==> src/rtl/exe_pkg.sv <==
// Shared definitions for the Theia execution dispatch block: opcode
// constants, the in-flight tag entry layout and the control FSM encoding.
package exe_pkg;

   localparam int TAG_OP_W   = 16;
   localparam int TAG_ADDR_W = 16;

   localparam logic [TAG_OP_W-1:0] NOP = 16'h0000;
   localparam logic [TAG_OP_W-1:0] RET = 16'h000C;

   typedef struct packed {
      logic [TAG_OP_W-1:0]   op;
      logic [TAG_ADDR_W-1:0] dest;
      logic                  squash;
   } tag_entry_t;

   typedef enum logic [1:0] {
      IDLE   = 2'd0,
      ACTIVE = 2'd1,
      FLUSH  = 2'd2
   } state_t;

endpackage

==> src/rtl/exe_tag_fifo.sv <==
// In-order tag FIFO holding {op, dest, squash} for every op in flight.
// squash_all marks every stored entry (and a same-cycle push) as squashed.
// Optional macro EXE_SCOREBOARD_EN adds a parallel destination compare.
module exe_tag_fifo
   import exe_pkg::*;
#(
   parameter  int DEPTH = 4,
   localparam int CNT_W = $clog2(DEPTH + 1),
   localparam int PTR_W = (DEPTH > 1) ? $clog2(DEPTH) : 1
)
(
   input  logic                  clk,
   input  logic                  rst,
   input  logic                  push,
   input  logic [TAG_OP_W-1:0]   push_op,
   input  logic [TAG_ADDR_W-1:0] push_dest,
   input  logic                  pop,
   input  logic                  squash_all,
   output tag_entry_t            head,
   output logic [CNT_W-1:0]      count
`ifdef EXE_SCOREBOARD_EN
   ,
   input  logic [TAG_ADDR_W-1:0] cmp_addr0,
   input  logic [TAG_ADDR_W-1:0] cmp_addr1,
   output logic                  hit
`endif
);

   logic [TAG_OP_W-1:0]   op_mem   [DEPTH];
   logic [TAG_ADDR_W-1:0] dest_mem [DEPTH];
   logic [DEPTH-1:0]      squash_q, squash_n;
   logic [DEPTH-1:0]      valid_q, valid_n;
   logic [PTR_W-1:0]      rd_ptr, wr_ptr;
   logic                  do_pop;

   // A pop against an empty FIFO is dropped here; the top flags it.
   assign do_pop = pop && (count != '0);

   function automatic logic [PTR_W-1:0] ptr_inc(input logic [PTR_W-1:0] p);
      if (p == PTR_W'(DEPTH - 1)) return '0;
      return p + 1'b1;
   endfunction

   // Head entry as seen by the write-back / branch logic this cycle.
   always_comb begin
      head.op     = op_mem[rd_ptr];
      head.dest   = dest_mem[rd_ptr];
      head.squash = squash_q[rd_ptr];
   end

   // Per-slot valid/squash update; the pushed entry inherits squash_all.
   always_comb begin
      valid_n  = valid_q;
      squash_n = squash_q;
      if (do_pop) valid_n[rd_ptr] = 1'b0;
      if (squash_all) squash_n = '1;
      if (push) begin
         valid_n[wr_ptr]  = 1'b1;
         squash_n[wr_ptr] = squash_all;
      end
   end

   // Payload storage, written on push only.
   always_ff @(posedge clk) begin
      if (push) begin
         op_mem[wr_ptr]   <= push_op;
         dest_mem[wr_ptr] <= push_dest;
      end
   end

   // Pointers, occupancy and per-slot flags.
   always_ff @(posedge clk or posedge rst) begin
      if (rst) begin
         rd_ptr   <= '0;
         wr_ptr   <= '0;
         count    <= '0;
         valid_q  <= '0;
         squash_q <= '0;
      end else begin
         if (push)   wr_ptr <= ptr_inc(wr_ptr);
         if (do_pop) rd_ptr <= ptr_inc(rd_ptr);
         count    <= count + CNT_W'(push) - CNT_W'(do_pop);
         valid_q  <= valid_n;
         squash_q <= squash_n;
      end
   end

`ifdef EXE_SCOREBOARD_EN
   // RAW check: any live, non-squashed, non-NOP entry writing a source.
   always_comb begin
      hit = 1'b0;
      for (int i = 0; i < DEPTH; i++) begin
         if (valid_q[i] && !squash_q[i] && (op_mem[i] != NOP) &&
             ((dest_mem[i] == cmp_addr0) || (dest_mem[i] == cmp_addr1)))
            hit = 1'b1;
      end
   end
`endif

endmodule

==> src/rtl/exe_dispatch_fsm.sv <==
// Theia execution dispatch: issues decoded ops to a pipelined ALU, keeps up
// to DEPTH ops in flight in an in-order tag FIFO, writes results back and
// squashes younger ops after a taken branch.
// Optional macro EXE_SCOREBOARD_EN adds iSrcAddr0/iSrcAddr1 and oHazard
// for a RAW-hazard stall on oReady.
module exe_dispatch_fsm
   import exe_pkg::*;
#(
   parameter int LANES  = 3,
   parameter int LANE_W = 32,
   parameter int OP_W   = TAG_OP_W,
   parameter int ADDR_W = TAG_ADDR_W,
   parameter int ROM_W  = 16,
   parameter int DEPTH  = 4
)
(
   input  logic                    Clock,
   input  logic                    Reset,
   input  logic                    iDecodeDone,
   output logic                    oReady,
   input  logic [OP_W-1:0]         iOperation,
   input  logic [LANES*LANE_W-1:0] iSource0,
   input  logic [LANES*LANE_W-1:0] iSource1,
   input  logic [ADDR_W-1:0]       iDestination,
   output logic                    oTriggerALU,
   output logic [OP_W-1:0]         oALUOperation,
   output logic [LANES*LANE_W-1:0] oALUChannelA,
   output logic [LANES*LANE_W-1:0] oALUChannelB,
   input  logic                    iALUOutputReady,
   input  logic [LANES*LANE_W-1:0] iALUResult,
   input  logic                    iBranchTaken,
   input  logic                    iBranchNotTaken,
   output logic                    oRAMWriteEnable,
   output logic [ADDR_W-1:0]       oRAMWriteAddress,
   output logic [LANES*LANE_W-1:0] oRAMWriteData,
   output logic                    oJumpFlag,
   output logic [ROM_W-1:0]        oJumpIp,
   output logic [ADDR_W-1:0]       oLastDestination,
   output logic                    oBusy,
   output logic                    oProtocolError
`ifdef EXE_SCOREBOARD_EN
   ,
   input  logic [ADDR_W-1:0]       iSrcAddr0,
   input  logic [ADDR_W-1:0]       iSrcAddr1,
   output logic                    oHazard
`endif
);

   localparam int CNT_W = $clog2(DEPTH + 1);

   state_t           state, state_n;
   tag_entry_t       head;
   logic [CNT_W-1:0] count;
   logic [CNT_W-1:0] remaining;
   logic             accept, pop_valid, jump, hazard;

`ifdef EXE_SCOREBOARD_EN
   exe_tag_fifo #(.DEPTH(DEPTH)) u_fifo (
      .clk        (Clock),
      .rst        (Reset),
      .push       (accept),
      .push_op    (TAG_OP_W'(iOperation)),
      .push_dest  (TAG_ADDR_W'(iDestination)),
      .pop        (iALUOutputReady),
      .squash_all (jump),
      .head       (head),
      .count      (count),
      .cmp_addr0  (TAG_ADDR_W'(iSrcAddr0)),
      .cmp_addr1  (TAG_ADDR_W'(iSrcAddr1)),
      .hit        (hazard)
   );
   assign oHazard = hazard;
`else
   exe_tag_fifo #(.DEPTH(DEPTH)) u_fifo (
      .clk        (Clock),
      .rst        (Reset),
      .push       (accept),
      .push_op    (TAG_OP_W'(iOperation)),
      .push_dest  (TAG_ADDR_W'(iDestination)),
      .pop        (iALUOutputReady),
      .squash_all (jump),
      .head       (head),
      .count      (count)
   );
   assign hazard = 1'b0;
`endif

   // Ready depends only on registered occupancy/state (plus the optional
   // source compare), never on this cycle's branch outcome.
   assign oReady    = (count < CNT_W'(DEPTH)) && (state != FLUSH) && !hazard;
   assign accept    = iDecodeDone && oReady;
   assign pop_valid = iALUOutputReady && (count != '0);
   assign jump      = pop_valid && iBranchTaken && !head.squash;
   assign oBusy     = (state != IDLE);

   // Next state plus all combinational issue / write-back / redirect outputs.
   always_comb begin
      state_n          = state;
      oTriggerALU      = accept;
      oALUOperation    = '0;
      oALUChannelA     = '0;
      oALUChannelB     = '0;
      oRAMWriteEnable  = 1'b0;
      oRAMWriteAddress = '0;
      oRAMWriteData    = '0;
      oJumpFlag        = jump;
      oJumpIp          = '0;
      remaining        = count + CNT_W'(accept) - CNT_W'(pop_valid);

      if (accept) begin
         oALUOperation = iOperation;
         oALUChannelA  = iSource1;
         oALUChannelB  = iSource0;
      end

      if (count != '0) begin
         oRAMWriteAddress = ADDR_W'(head.dest);
         oJumpIp          = ROM_W'(head.dest);
      end

      if (pop_valid) begin
         oRAMWriteData   = iALUResult;
         oRAMWriteEnable = !head.squash && (head.op != NOP) &&
                           (!(iBranchTaken || iBranchNotTaken) || (head.op == RET));
      end

      case (state)
         IDLE:    if (accept) state_n = ACTIVE;
         ACTIVE: begin
            if (jump)                 state_n = (remaining != '0) ? FLUSH : IDLE;
            else if (remaining == '0) state_n = IDLE;
         end
         FLUSH:   if (remaining == '0) state_n = IDLE;
         default: state_n = IDLE;
      endcase
   end

   // State register.
   always_ff @(posedge Clock or posedge Reset) begin
      if (Reset) state <= IDLE;
      else       state <= state_n;
   end

   // Forwarding register: destination of the most recently accepted op.
   always_ff @(posedge Clock or posedge Reset) begin
      if (Reset)       oLastDestination <= '0;
      else if (accept) oLastDestination <= iDestination;
   end

   // Sticky flag for a result that arrives with nothing in flight.
   always_ff @(posedge Clock or posedge Reset) begin
      if (Reset)                                    oProtocolError <= 1'b0;
      else if (iALUOutputReady && (count == '0))    oProtocolError <= 1'b1;
   end

endmodule

==> config.mk <==
export PLATFORM = sky130hd
export DESIGN_NAME = exe_dispatch_fsm
export DESIGN_NICKNAME = d
export VERILOG_FILES = /design/src/rtl/exe_pkg.sv /design/src/rtl/exe_tag_fifo.sv /design/src/rtl/exe_dispatch_fsm.sv
export SDC_FILE = /design/constraint.sdc
export NUM_CORES = 1
export LEC_CHECK = 0
export ABC_AREA = 1
export CORE_AREA = 4 4 264 266
export DETAILED_ROUTE_END_ITERATION = 8
export DIE_AREA = 0 0 268 270
export PLACE_DENSITY = 0.47
export SETUP_SLACK_MARGIN = 0.3
export SLEW_MARGIN = 0
export SYNTH_ARGS = -nofsm -noshare
export SYNTH_HDL_FRONTEND = slang
export SYNTH_SLANG_ARGS = --single-unit
==> constraint.sdc <==
create_clock -name Clock -period 3 [get_ports Clock]
set_input_delay 0.45 -clock Clock [delete_from_list [all_inputs] [get_ports Clock]]
set_output_delay 0.45 -clock Clock [all_outputs]
set_load 0.05 [all_outputs]
==> reports/qor.csv <==
metric,value,unit
main combinational cell family by area after synthesis,simple AND/OR/NAND/NOR gates,
Filler cells,6897,
RSZ-0062 raised after global routing,yes,
hold_ws,0.4645,ns
Tmin final,2.607,ns
share of layout cells above drive strength 1,23.21,%
"reg-to-reg slack, setup",0.54,ns
Internal,0.009608,W
synth top area cells,"edfxtp_1 (43%), nor2_1 (17%), inv_1 (14%)",
relative slew slack,49.48,%
syn avg cell area,7.435,um^2
vias per cell,3.582,
Max H-tree Level,4,
Mapped Cells,1190,
top-area cell type share of the netlist area,43.45,%
Worst Clk Skew,0.009497,ns
Synth Area in XOR/XNOR,0.1980,%
total power,0.01872,W
category of the most critical setup path,reg -> out,
# DRC,0,
Syn Nets,1524,
Std-Cell Core Area,67040,um^2
root buf cell,clkbuf_16,
Adder-Cell Fraction of Synth Area,1.216,%
main flop type after synthesis,edfxtp_1,
Final Util,30.71,%
CTS Sinks,158,
CTS buffer count,17,
post-synthesis mux area share,0,%
"Net count, final",2195,
Seq pwr share,16.2,%
first-pass GRT wire length,77030,um
GRT Overall Usage,14.96,%
switching share of power,48.68,%
die area,72360,um^2
multi-input logic area,2679,um^2
clock-pin transition on the worst setup and hold timing paths,0.07,ns
pwr dens,909.4,nW/um^2
grt ovf,0,
CTS Buffer Depth,2,
status,finished clean,
Logic pwr share,71.3,%
CP Buf/Inv Count,4,
worst path arrival time,2.16,ns
Port Buffers,683,
Fin Setup TNS,0,ns
CP required,2.55,ns
drt pass-1 iters,5,
Top delay family on crit path,simple AND/OR/NAND/NOR gates,
Async SR Flop Fraction,18.99,%
Ports,684,
Starting Density,13.20,%
worst reg2reg startpoint,u_fifo.count[1]$_DFF_PP0_,
"Period Utilization, post-route",86.89,%
Routed Wire Length,57410,um
Area Growth Syn to Fin,132.7,%
Synth Register Bits,158,
cell taking the most area after synthesis,edfxtp_1,
top post-synthesis cells by count,"nor2_1 (411), inv_1 (330), edfxtp_1 (128)",
Post-synth EDFFs,128,
max-cap violations,0,
FP Rows,95,
vias in the first global route,9988,
hpwl dp,49540,um
Initial DRC Count,332,
startpoint types,flop,
most frequent cell after synthesis,nor2_1,
die height,270,um
count of cell types in the netlist,28,
sequential area share after synthesis,51.93,%
post-route ant nets,0,
Achievable Freq,0.3836,GHz
Worst Hold Class,in -> async,
crit-path cells,buf_6 > buf_8 > nor2_1 > nand3b_1 > nand3_1 > nand2_2 > inv_1 > nand2_1 > nor2_1 > nor2_1 > nor2_2 > buf_12,
Least-Margin Pin Slew,0.7569,ns
worst-path fanout max,10,
latest clock arrival within the worst-skew pair,0.43,ns
crit-path most repeated cell,nor2_1,
Crit-path slowest cell,dfrtp_2,
Register Area,4596,um^2
Lkg Pwr,9.331,nW
Yosys warning count,0,
GPL Wtd Cong,0.8179,
Crit. End Element,output pin,
setup violators final,0,
area of the mapped netlist,8847,um^2
Pins Over Slew Limit,0,
Clk network pwr share,12.4,%
CP peak stage delay,0.45,ns
P_sw,0.009115,W
WL/cell,20.85,um
antenna violations before repair,14,
routed via count,9864,
pin count of the biggest net entering global routing,98,
reg2reg end,state[0]$_DFFE_PP0P_,
die extent in x,268,um
Reg2Reg Depth,12,
final hold vios,0,
simple-gate share of the synthesized area,24.13,%
worst vdd ir,0.0009134,V
Compound-Gate Fraction of Synth Area,3.748,%
CTS tree,built,
==> power by group through the flow <==
stage | clock network [W] | registers [W] | logic [W]
final | 0.00233 | 0.00304 | 0.0134
after global routing | 0.00246 | 0.00308 | 0.0140
after CTS | 0.00238 | 0.00303 | 0.0134
after detailed placement | 0 | 0.00310 | 0.0132
after global placement | 0 | 0.00308 | 0.0132
after floorplan | 0 | 0.00341 | 0.00636
==> registers in the layout, summed over array words and instances, names as in the netlist <==
signal,count
state,2
u_fifo.count,3
u_fifo.op_mem,64
oLastDestination,16
u_fifo.dest_mem,64
oProtocolError,1
u_fifo.wr_ptr,2
u_fifo.squash_q,4
u_fifo.rd_ptr,2
==> area by class of cell <==
class / count / share of cell area, %
flip-flops and latches: 158 / 22.32
well taps: 873 / 5.305
clock buffers: 18 / 2.133
inverters: 337 / 6.168
repair buffers: 721 / 50.02
clock inverters: 14 / 0.9602
multi-input cells: 626 / 13.01
diodes: 7 / 0.08508
==> through the flow <==
step / instance area [um^2] / setup slack [ns] / std cells
final: 20590 / 0.3933 / 2754
after global placement: 19790 / 0.06552 / 2708
after floorplan: 8880 / 0.3543 / 1190
after detailed placement: 19790 / 0.2017 / 2708
after global routing: 20580 / 0.2147 / 2752
after CTS: 20470 / 0.2963 / 2742
==> worst max path at each step <==
| stage | start | endpoint | depth (start not counted) |
|---|---|---|---|
| final | u_fifo.rd_ptr[0]$_DFFE_PP0P_ | oRAMWriteEnable | 12 |
| after global routing | u_fifo.rd_ptr[0]$_DFFE_PP0P_ | oRAMWriteEnable | 10 |
| after floorplan | u_fifo.rd_ptr[1]$_DFFE_PP0P_ | oRAMWriteAddress[10] | 8 |
| after global placement | iALUOutputReady | state[0]$_DFFE_PP0P_ | 11 |
| after detailed placement | iALUOutputReady | state[0]$_DFFE_PP0P_ | 11 |
| after CTS | u_fifo.count[2]$_DFF_PP0_ | oJumpIp[1] | 6 |
==> what timing repair did <==
action | in CTS | in global routing
hold buffers | 0 | 0
setup buffers | 2 | 4
endpoints found under the hold margin | 0 | 0
setup endpoints to repair | 24 | 5
cloned | 0 | 1
pin swaps | 0 | 5
resized for setup | 8 | 12
==> cell families after synthesis <==
| logic type | after synthesis |
|---|---|
| xor gates and xnor gates | 2 |
| AOI/OAI and AO/OA | 65 |
| buffers and inverters | 406 |
| and+or+nand+nor | 551 |
| DFF | 158 |
| adders and majority gates | 8 |
==> layout by cell type, fill, tap and decap left out, types with 8 or more instances in the layout <==
| master | instances |
|---|---|
| edfxtp_1 | 128 |
| a21oi_1 | 11 |
| nand2_1 | 105 |
| o21ai_0 | 39 |
| dfrtp_1 | 29 |
| a21oi_2 | 8 |
| buf_4 | 54 |
| clkbuf_16 | 18 |
| nand3_1 | 17 |
| nor2_1 | 405 |
| clkdlybuf4s50_1 | 344 |
| buf_12 | 319 |
| inv_1 | 330 |
==> layer usage <==
metal  vias to the layer above  GRT usage (%)  part of all wire (%)
met5                         -              0                 0.051
met4                         6          4.439                   2.1
met3                        41          5.393                   9.2
met2                       446          25.39                    49
met1                      4598          17.68                    40
li1                       4773              -                     -
No activity file was read; power rests on OpenSTA's default activity.
==> RTL edit 1 (config.mk and constraints unchanged) <==
`ROM_W`: 16 -> 32.
--- a/src/rtl/exe_dispatch_fsm.sv
+++ b/src/rtl/exe_dispatch_fsm.sv
@@ -12,3 +12,3 @@
    parameter int ADDR_W = TAG_ADDR_W,
-   parameter int ROM_W  = 16,
+   parameter int ROM_W  = 32,
    parameter int DEPTH  = 4
Ports: changed (resized oJumpIp); port bits go from 684 to 700. The function was not compared with the original's and may differ.
==> RTL edit 1 against the unedited design <==
Area after synthesis up 1.4%; count of clock-buffer cells in the layout unchanged; final cell count up 0.69%; cell area down 0.73%; setup slack better by 0.014 ns; combinational power about the same; die area unchanged; power down 0.96%; routed wire length up 2.4%; register-to-register slack worse by 0.07 ns; sequential cell count unchanged; largest cell class unchanged; highest routed layer unchanged.
==> RTL edit 1: results (changes against the unedited design) <==
metric	value	unit	change
vias per cell	3.63		+1.3%
Reg2Reg Setup Slack	0.47	ns	-0.07 ns
Reg2Reg Launch Point	u_fifo.count[1]		
Worst Tran Pin Value	0.714	ns	-0.0429 ns
gr usage total	15.5	%	+0.53 points
min-delay worst type	in2async		
synth cell count leaders	411 x nor2_1, 330 x inv_1, 128 x edfxtp_1		
H-Tree Depth	4		unchanged
CTS root buf	clkbuf_16		
post-synthesis sequential area ratio	51.2	%	-0.70 points
Distinct cells, synth	28		unchanged
worst r2r dst	state[0]		
sequential cell area	4600	sq um	unchanged
Synth Warn #	0		unchanged
complex-gate fraction of the synthesized area	3.70	%	-0.051 points
clk_lat worst skew	0.44	ns	
slowest CP cell	dfrtp_2		
share of cells above drive strength 1	23.0	%	-0.18 points
worst r2r path cells	12		unchanged
Critical Path Fanout Max	22		+12
hold_ws	0.283	ns	-0.182 ns
met1 GRT Util	13.0	%	-4.6 points
final cell count without fillers	2773		+0.69%
outcome	completed		
CP arrival	2.14	ns	-0.02 ns
post-DP HPWL	50800	microns	+2.6%
met2 Track Usage GR	32.8	%	+7.5 points
largest net degree at the start of global routing	98		unchanged
top cells by area, synth	edfxtp_1 43%, nor2_1 17%, inv_1 14%		
crit path from	u_fifo.rd_ptr[0]		
Clock Skews	0.00911	ns	-0.000385 ns
CTS max path bufs	2		unchanged
Comb pwr share	72.4	%	+1.1 points
cell count after synthesis	1207		+1.4%
vias in the first global route	10600		+5.9%
Leak Pwr	9.31	nW	-0.26%
Comb. pwr	13.4	mW	about the same
Max VDD drop	0.457	mV	-50%
placed insts	2734		+0.96%
Top Registers	u_fifo.dest_mem: 64 flops, u_fifo.op_mem: 64 flops, oLastDestination: 16 flops		
post-synthesis mux area share	0	%	unchanged
initial antenna violation count	23		+9
pre-CTS setup slack	0.198	ns	-0.00331 ns
routability cong.	0.900		+10%
P_clk	2.10	mW	-9.9%
Post-Synth Adder-Cell Area	1.20	%	-0.016 points
TritonRoute pass-1 iters	6		+1
nets	2214		+0.87%
Port Buffers	683		unchanged
xor/xnor cell area share of the yosys netlist	0.195	%	-0.0027 points
Layout fillers	6966		+1.0%
# Post-CTS Setup Buffers	0		-2
Int Pwr	9.40	mW	-2.2%
Post-DP Area	19800	sq um	about the same
final WL	58800	microns	+2.4%
DRT iter0 DRCs	343		+3.3%
first-pass GRT wire length	79400	microns	+3.1%
part of the cycle the worst path needs	86.4	%	-0.45 points
Critical path destination	oRAMWriteEnable		
M3 GR Usage	5.39	%	unchanged
## RTL edit 1: what timing repair did
item                       CTS  global route
setup endpoints to repair   25            47
pin swaps                    2             1
resized for setup            8             7
hold buffers                 0             0
hold endpoints to repair     0             0
## RTL edit 1: per-layer routing
metal | part of all wire [%] | routed length, microns
met2 | 59 | 34600
met5 | 0.27 | 156
met1 | 30 | 17600
met4 | 2.1 | 1240
met3 | 8.8 | 5150
## RTL edit 1: worst register-to-register path: cells and delay by family (launching register included)
kind	cells	cell delay, ns
flip-flops	1	0.40
buffers and inverters	3	0.21
AO/OA/AOI/OAI	2	0.28
XOR/XNOR	1	0.23
adder cells (fa/ha/maj)	3	0.88
AND/OR/NAND/NOR	3	0.41
## RTL edit 1: layout make-up
cell class	count	area share [%]
inverters	337	6.22
diodes	7	0.0857
repair buffers	724	49.6
well taps	873	5.34
clock buffers	18	2.15
multi-input cells	642	13.4
flip-flops and latches	158	22.5
clock inverters	14	0.728
==> RTL edit 2 (same flow settings) <==
Without the edit above. Reset style: synchronous (`Reset` and `rst`), changed in 4 clocked blocks.
--- a/src/rtl/exe_tag_fifo.sv
+++ b/src/rtl/exe_tag_fifo.sv
@@ -71,3 +71,3 @@
    // Pointers, occupancy and per-slot flags.
-   always_ff @(posedge clk or posedge rst) begin
+   always_ff @(posedge clk) begin
       if (rst) begin
--- a/src/rtl/exe_dispatch_fsm.sv
+++ b/src/rtl/exe_dispatch_fsm.sv
@@ -138,3 +138,3 @@
    // State register.
-   always_ff @(posedge Clock or posedge Reset) begin
+   always_ff @(posedge Clock) begin
       if (Reset) state <= IDLE;
@@ -144,3 +144,3 @@
    // Forwarding register: destination of the most recently accepted op.
-   always_ff @(posedge Clock or posedge Reset) begin
+   always_ff @(posedge Clock) begin
       if (Reset)       oLastDestination <= '0;
@@ -150,3 +150,3 @@
    // Sticky flag for a result that arrives with nothing in flight.
-   always_ff @(posedge Clock or posedge Reset) begin
+   always_ff @(posedge Clock) begin
       if (Reset)                                    oProtocolError <= 1'b0;
Check against the original RTL: differs if Reset is asserted again (counterexample within 4 cycles, from zero or initial values and one cycle with Reset high); with Reset held inactive, the same outputs for 4 cycles.
==> RTL edit 2 against the unedited design <==
Sequential share of layout area grew 0.24 points; sequential cell count grew 2; clock skew is essentially flat; maximum frequency shrank 0.15%; routed wire length shrank 7.0%; core utilization shrank 1.0 points; cell area shrank 3.4%; hold slack lost 0.058 ns; power shrank 18%; combinational power shrank 22%; setup slack lost 0.0040 ns; area after synthesis is essentially flat.
==> RTL edit 2: results (changes against the unedited design) <==
metric	value	unit	change
outcome	completed		
routability cong.	0.910		+11%
Leak Pwr	8.92	nW	-4.4%
post-DP HPWL	46400	microns	-6.3%
Net Count, Synth	1539		+0.98%
Primary FF master, synth	edfxtp_1		
Setup CP Type	reg2out		
Top Registers	u_fifo.dest_mem: 64 flops, u_fifo.op_mem: 64 flops, oLastDestination: 16 flops		
first-pass GRT wire length	73200	microns	-4.9%
CTS max path bufs	2		unchanged
synth cell count leaders	420 x nor2_1, 332 x inv_1, 128 x edfxtp_1		
Slew HR	41.2	%	-8.3 points
Reg2Reg Launch Point	state[0]		
pre-CTS setup slack	0.146	ns	-0.0554 ns
Critical Path Fanout Max	14		+4
total CTS buffers	17		unchanged
clk_lat worst skew	0.42	ns	
clock-pin slew on the worst setup and hold paths	0.07	ns	about the same
routed len/inst	19.4	microns	-6.9%
cell count after synthesis	1206		+1.3%
max-cap violations	0		unchanged
top cells by area, synth	edfxtp_1 43%, nor2_1 18%, inv_1 14%		
part of the cycle the worst path needs	87.0	%	+0.13 points
CTS root buf	clkbuf_16		
worst r2r dst	state[0]		
Int Pwr	7.85	mW	-18%
initial antenna violation count	11		-3
gr usage total	14.0	%	-0.96 points
placed insts	2712		+0.15%
largest net degree at the start of global routing	100		+2.0%
DRT iter0 DRCs	485		+46%
nets	2195		unchanged
vias in the first global route	9972		-0.16%
Reg2Reg Setup Slack	0.93	ns	+0.39 ns
CP arrival	2.16	ns	about the same
Max VDD drop	0.420	mV	-54%
worst r2r path cells	11		-1
EDFF count, synth	128		unchanged
min-delay worst type	in2reg		
via count	9820		-0.45%
Distinct cells, synth	30		+7.1%
Async S/R FF share, synth	0	%	-19 points
post-synthesis sequential area ratio	50.6	%	-1.3 points
TritonRoute pass-1 iters	5		unchanged
Post-DP Area	19100	sq um	-3.3%
Synth Warn #	0		unchanged
Clock Skews	0.00977	ns	+0.000269 ns
share of cells above drive strength 1	23.2	%	about the same
vias per cell	3.57		-0.34%
RTL edit 2: worst min path at each step:
stage | from | to | slack (ns) | cells past startpoint
3_5_place_dp | oProtocolError | oProtocolError | 0.44 | 2
3_3_place_gp | oProtocolError | oProtocolError | 0.45 | 2
2_1_floorplan | state[0] | state[0] | 0.45 | 1
5_1_grt | iALUOutputReady | oProtocolError | 0.44 | 3
6_report | iALUOutputReady | oProtocolError | 0.41 | 3
4_1_cts | oProtocolError | oProtocolError | 0.46 | 2
RTL edit 2: area by class of cell:
class                   instances  area, sq um
well taps                     873         1090
repair buffers                709         9630
multi-input cells             637         2800
flip-flops and latches        160         4490
diodes                          3         7.51
fillers                      7055        47200
inverters                     337         1280
clock buffers                  17          425
clock inverters                15          174
RTL edit 2: worst max-delay path: stages (launching register included):
cell and delay [ns]:
dfxtp_1 0.37, clkinvlp_4 0.30, buf_4 0.25, buf_4 0.13, nand3_1 0.07, nand2_1 0.05
nor2_1 0.11, nor2_1 0.07, nor2_1 0.20, buf_12 0.17
RTL edit 2: logic make-up (layout without fill, tap and decap cells):
kind of cell | Yosys count | count (layout) | synth area share [%]
flops | 160 | 160 | 50.6
buf+inv | 409 | 1078 | 19.1
fa+ha+maj | 7 | 7 | 1.07
other cells | 0 | 3 | 0
simple gates | 540 | 540 | 23.6
compound gates | 88 | 88 | 5.38
xor+xnor | 2 | 2 | 0.198
RTL edit 2: routing by layer:
layer	track usage, %	vias up	wire, microns
met3	4.29	40	4430
met5	0	-	37
met4	2.39	6	905
li1	-	4804	-
met1	16.3	4514	20800
met2	25.5	456	27300
RTL edit 2: power by group through the flow:
| stage | logic, mW | clock network (mW) | registers [mW] |
|---|---|---|---|
| floorplan | 5.32 | 0 | 2.89 |
| global placement | 10.4 | 0 | 2.82 |
| detailed placement | 10.4 | 0 | 2.83 |
| CTS | 10.5 | 2.16 | 2.78 |
| global route | 10.9 | 2.26 | 2.81 |
| finish | 10.4 | 2.11 | 2.78 |
RTL edit 2: timing repair:
| action | in CTS | in global routing |
|---|---|---|
| endpoints found under the setup margin | 225 | 146 |
| buffers inserted | 1 | 3 |
| pin swaps | 1 | 1 |
| resized for setup | 12 | 19 |
